### config.mk
export PLATFORM = sky130hd
export DESIGN_NAME = csr_axil_bridge
export DESIGN_NICKNAME = d
export VERILOG_FILES = /design/src/rtl/csr_axil_bridge.sv
export SDC_FILE = /design/constraint.sdc
export NUM_CORES = 1
export LEC_CHECK = 0
export CAP_MARGIN = 0
export CORE_UTILIZATION = 44
export CTS_CLUSTER_SIZE = 40
export DETAILED_ROUTE_END_ITERATION = 10
export PLACE_DENSITY = 0.85
export SYNTH_ARGS = -nofsm -noshare
export SYNTH_HDL_FRONTEND = slang
export SYNTH_SLANG_ARGS = --single-unit
export TNS_END_PERCENT = 1
### constraint.sdc
create_clock -name clk -period 3.2 [get_ports clk]
set_input_delay 0.64 -clock clk [delete_from_list [all_inputs] [get_ports clk]]
set_output_delay 0.64 -clock clk [all_outputs]
set_load 0.02 [all_outputs]
### src/rtl/csr_axil_bridge.sv
// AXI4-Lite slave to internal CSR bus bridge: one transaction in flight, word-aligned
// accesses only, SLVERR on misalignment, decode error or response timeout.
module csr_axil_bridge #(
   parameter int S_ADDR_WIDTH = 16,
   parameter int TIMEOUT_CYC  = 256
) (
   input  logic                    clk,
   input  logic                    rst_n,
   input  logic [S_ADDR_WIDTH-1:0] s_awaddr,
   input  logic                    s_awvalid,
   output logic                    s_awready,
   input  logic [31:0]             s_wdata,
   input  logic                    s_wvalid,
   output logic                    s_wready,
   output logic [1:0]              s_bresp,
   output logic                    s_bvalid,
   input  logic                    s_bready,
   input  logic [S_ADDR_WIDTH-1:0] s_araddr,
   input  logic                    s_arvalid,
   output logic                    s_arready,
   output logic [31:0]             s_rdata,
   output logic [1:0]              s_rresp,
   output logic                    s_rvalid,
   input  logic                    s_rready,
   output logic                    csr_req_valid,
   output logic                    csr_req_write,
   output logic [31:0]             csr_req_addr,
   output logic [31:0]             csr_req_wdata,
   input  logic                    csr_rsp_valid,
   input  logic [31:0]             csr_rsp_rdata,
   input  logic                    csr_rsp_err
);

   typedef enum logic [2:0] {IDLE, REQ, WAIT, BRESP, RRESP} state_t;

   localparam int CW = (TIMEOUT_CYC > 2) ? $clog2(TIMEOUT_CYC) : 1;
   localparam logic [CW-1:0] CNT_LAST = CW'(TIMEOUT_CYC - 1);

   state_t                  state_reg, state_next;
   logic                    wr_prio_reg, wr_prio_next;
   logic                    write_reg, write_next;
   logic [S_ADDR_WIDTH-1:0] addr_reg, addr_next;
   logic [31:0]             wdata_reg, wdata_next;
   logic [31:0]             rdata_reg, rdata_next;
   logic                    err_reg, err_next;
   logic [CW-1:0]           cnt_reg, cnt_next;

   logic                    wr_elig, rd_elig, grant_wr, grant_rd;
   logic [S_ADDR_WIDTH-1:0] acc_addr;
   logic [CW-1:0]           cnt_inc;

   // A contested cycle goes to whichever side the priority flag favours.
   assign wr_elig  = s_awvalid && s_wvalid;
   assign rd_elig  = s_arvalid;
   assign grant_wr = (state_reg == IDLE) && wr_elig && (wr_prio_reg || !rd_elig);
   assign grant_rd = (state_reg == IDLE) && rd_elig && !(wr_elig && wr_prio_reg);
   assign acc_addr = grant_wr ? s_awaddr : s_araddr;
   assign cnt_inc  = cnt_reg + 1'b1;

   assign s_awready     = grant_wr;
   assign s_wready      = grant_wr;
   assign s_arready     = grant_rd;
   assign s_bvalid      = (state_reg == BRESP);
   assign s_rvalid      = (state_reg == RRESP);
   assign s_bresp       = (s_bvalid && err_reg) ? 2'b10 : 2'b00;
   assign s_rresp       = (s_rvalid && err_reg) ? 2'b10 : 2'b00;
   assign s_rdata       = rdata_reg;
   assign csr_req_valid = (state_reg == REQ);
   assign csr_req_write = write_reg;
   assign csr_req_addr  = 32'(addr_reg);
   assign csr_req_wdata = wdata_reg;

   always_ff @(posedge clk or negedge rst_n) begin
      if (!rst_n) begin
         state_reg   <= IDLE;
         wr_prio_reg <= 1'b1;
         write_reg   <= 1'b0;
         addr_reg    <= '0;
         wdata_reg   <= '0;
         rdata_reg   <= '0;
         err_reg     <= 1'b0;
         cnt_reg     <= '0;
      end else begin
         state_reg   <= state_next;
         wr_prio_reg <= wr_prio_next;
         write_reg   <= write_next;
         addr_reg    <= addr_next;
         wdata_reg   <= wdata_next;
         rdata_reg   <= rdata_next;
         err_reg     <= err_next;
         cnt_reg     <= cnt_next;
      end
   end

   always_comb begin
      state_next   = state_reg;
      wr_prio_next = wr_prio_reg;
      write_next   = write_reg;
      addr_next    = addr_reg;
      wdata_next   = wdata_reg;
      rdata_next   = rdata_reg;
      err_next     = err_reg;
      cnt_next     = cnt_reg;
      case (state_reg)
         IDLE: begin
            if (grant_wr || grant_rd) begin
               write_next   = grant_wr;
               addr_next    = acc_addr;
               wdata_next   = grant_wr ? s_wdata : 32'h0;
               rdata_next   = 32'h0;
               wr_prio_next = !wr_prio_reg;
               // Misaligned accesses never reach the decode.
               if (acc_addr[1:0] != 2'b00) begin
                  err_next   = 1'b1;
                  state_next = grant_wr ? BRESP : RRESP;
               end else begin
                  err_next   = 1'b0;
                  state_next = REQ;
               end
            end
         end
         REQ: begin
            cnt_next   = '0;
            state_next = WAIT;
         end
         WAIT: begin
            if (csr_rsp_valid) begin
               rdata_next = write_reg ? 32'h0 : csr_rsp_rdata;
               err_next   = csr_rsp_err;
               state_next = write_reg ? BRESP : RRESP;
            end else if (cnt_inc == CNT_LAST) begin
               rdata_next = 32'h0;
               err_next   = 1'b1;
               state_next = write_reg ? BRESP : RRESP;
            end else begin
               cnt_next = cnt_inc;
            end
         end
         BRESP: if (s_bready) state_next = IDLE;
         RRESP: if (s_rready) state_next = IDLE;
         default: state_next = IDLE;
      endcase
   end

endmodule

==> flow_summary.yaml <==
outcome:
  status: "finished clean"
grt:
  antenna_found_initial: 0
  grt_pass1_vias: 3511
  grt_pass1_wl_mm: 17.1
  overflow: 0
  grt_max_degree: 95
  grt_usage: 0.219
placed_design:
  dpl_cell_area_sq_um: 6190
  hpwl_mm: 8.14
  gp_congestion: 0.875
  port_buffers: 193
finish:
  fin_util: 0.688
  final-seq-area_sq_um: 2350
  fin_nets: 699
  finalInstanceArea_sq_um: 6390
  syn2layout_area_growth_pct: 50.4
  fillCellCount: 720
  drive_above_1_share: 0.0771
  multi_input_area_sq_um: 1660
  antenna_cells: 0
timing:
  finalSetupViolations: 0
  finalMaxSlewViolations: 0
  fin_crit_ps: 2840
  min_period_over_period: 0.888
  finalHoldViolCount: 0
  tightest_slew_ps: 1150
  rsz0062_at_grt: "no"
  fin_skew_ps: 11.3
  clock.fmax_ghz: 0.352
  fin_tns_setup_ps: 0
  slew-limit-headroom: 0.232
logic_synthesis:
  synth_xor_area_frac: 0.00619
  synth_edf_count: 0
  postSynthCellCount: 408
  yosysWarnings: 0
  synth_top_flop_cell: "dfrtp_1"
  synthMuxAreaShare: 0.0439
  synthArstFlopShare: 1.00
  yosys.area_share.simple: 0.132
  yosys_register_bits: 94
  synth_fa_ha_area_frac: 0.00589
  synth_cell_type_count: 49
  synth_compound_area_frac: 0.185
  avgSynthCellArea_sq_um: 10.4
  synth_top_family_by_area: "compound AO/OA/AOI/OAI gates"
  netlist_area_sq_um: 4250
  yosysSeqAreaShare: 0.554
routing:
  first_pass_iters: 6
  wl_per_cell_microns: 15.2
  vias: 3594
  ant_nets: 0
  avgViaCountPerCell: 4.95
  drc_errors: 0
  totalWireLength_mm: 11.1
  drt_iter0_markers: 117
clock_tree:
  clock_latency_ps: 350
  cts_tree: "yes"
  ctsResizeCount: 0
  root_buffer: "clkbuf_8"
  post-cts-setup-buffer-count: 0
  cts.reportedPaths.clkPinSlew_ps: 100
  cts.sinks: 94
  htree_levels: 3
  numCtsBuffers: 9
  ctsHoldBuffers: 0
  clk_path_buf_depth: 2
power_and_ir_drop:
  seq_power_share: 0.357
  p_clk_frac: 0.134
  p_per_area_nw_per_um2: 918
  total_power_mw: 5.86
  swShare: 0.399
  p_leak_nw: 2.83
  switchingPower_mw: 2.34
  cellInternalPower_mw: 3.52
  ir_worst_vdd_v: 0.000567
  combPwrFrac: 0.510
setup_path:
  cp-end-kind: "primary output"
  cp-start-kind: "register"
  r2r_setup_slack_ps: 580
  critPathArrivalTime_ps: 2200
  reg2reg_to: "err_reg$_DFFE_PN0P_"
  critPathRequiredTime_ps: 2560
  reg2reg_from: "cnt_reg[0]$_DFFE_PN0P_"
  critPathLaunch: "state_reg[1]$_DFFE_PN0P_"
  crit_fanout: 9
  reg2regPathDepth: 8
  setup.worst_path.class: "register to primary output"
die:
  fp-row-count: 35
  core-area_sq_um: 9280
  die_area_sq_um: 10100
  die_y_microns: 100
  io_pins: 212
  fp.dieW_microns: 100
  start_util: 0.458
min_path:
  hp-class: "input port to async pin"
job:
  drv_cap: 0
-- worst max-delay path: stages (launching register included) --
cell and delay, ps:
dfrtp_1 510, inv_1 200, nor3b_1 350, and2_1 180, clkdlybuf4s50_1 610
-- layout make-up --
cell class | count | area share
tap | 129 | 0.0253
multi-input combinational | 279 | 0.260
clock inverter | 6 | 0.0108
timing repair buffer | 201 | 0.311
inverter | 7 | 0.00411
sequential | 94 | 0.368
clock buffer | 10 | 0.0200
-- synthesized netlist by cell type, types with 3 or more instances --
cell       instances  share of area
dfrtp_1           93           0.55
nand2_1           93          0.082
o21ai_0           51          0.060
a22o_1            32          0.066
buf_4             21          0.037
mux2i_1           16          0.038
clkbuf_1           9         0.0080
nand3_1            9          0.011
buf_2              8         0.0094
inv_1              7         0.0062
nor2_1             7         0.0062
a21o_1             4         0.0071
buf_1              4         0.0035
a21oi_1            3         0.0035
a21oi_2            3         0.0062
buf_6              3         0.0080
nor3b_1            3         0.0053
o2bb2ai_1          3         0.0062
-- routing by layer --
layer	track usage	up-vias	share of wire
met3	0.0578	15	0.074
met4	0.0702	0	0.012
met5	0	-	0
met1	0.261	1676	0.41
li1	-	1740	-
met2	0.384	163	0.50
-- kinds of logic (layout without fill, tap and decap cells) --
| logic type | count (synthesis) | count (layout) |
|---|---|---|
| flip-flops | 94 | 94 |
| AND/OR/NAND/NOR | 128 | 128 |
| other | 1 | 18 |
| AO/OA/AOI/OAI | 110 | 110 |
| multiplexers | 18 | 18 |
| buffers and inverters | 52 | 224 |
| adder cells (fa/ha/maj) | 2 | 2 |
| XOR/XNOR | 3 | 3 |
-- power groups by stage --
stage | logic [mW] | registers (mW) | clock network, mW
finish | 2.99 | 2.09 | 0.784
global route | 3.20 | 2.15 | 0.863
CTS | 3.01 | 2.10 | 0.814
detailed placement | 3.01 | 2.11 | 0
global placement | 2.93 | 2.08 | 0
floorplan | 1.04 | 2.65 | 0
-- how the worst max path moves through the flow --
| stage | endpoint | slack [ps] | cells after the start |
|---|---|---|---|
| final | s_bresp[1] | 360 | 4 |
| after global routing | s_bresp[1] | 250 | 4 |
| after CTS | s_bresp[1] | 340 | 4 |
| after detailed placement | s_awready | 460 | 4 |
| after global placement | s_wready | 460 | 4 |
| after floorplan | s_wready | 850 | 5 |
-- placed cells by master, fill, tap and decap left out, types with 2 or more instances in the layout --
| cell | count |
|---|---|
| nand2_1 | 93 |
| a21oi_2 | 3 |
| xnor2_1 | 2 |
| clkbuf_8 | 9 |
| and2_1 | 2 |
| conb_1 | 18 |
| nor3_2 | 2 |
| inv_1 | 7 |
| clkdlybuf4s50_1 | 192 |
| ha_1 | 2 |
| or2_2 | 2 |
| inv_6 | 2 |
| a22o_1 | 32 |
| dfrtp_1 | 93 |
| o2bb2ai_1 | 3 |
| mux2i_1 | 16 |
| o31ai_2 | 2 |
| a21o_1 | 4 |
| nor2b_1 | 2 |
| o21ai_0 | 51 |
| nor2_1 | 7 |
| a21oi_1 | 3 |
| o22ai_1 | 2 |
| buf_4 | 9 |
| nor3b_1 | 2 |
| nand3_1 | 8 |
-- per-stage QoR --
stage | std cells | hold WS [ps] | setup slack (ps)
final | 726 | 493 | 359
after global placement | 710 | 483 | 458
after floorplan | 425 | 344 | 846
after detailed placement | 710 | 480 | 459
after global routing | 726 | 522 | 249
after CTS | 726 | 507 | 342
Note: power is estimated with default switching activity, not from simulation.
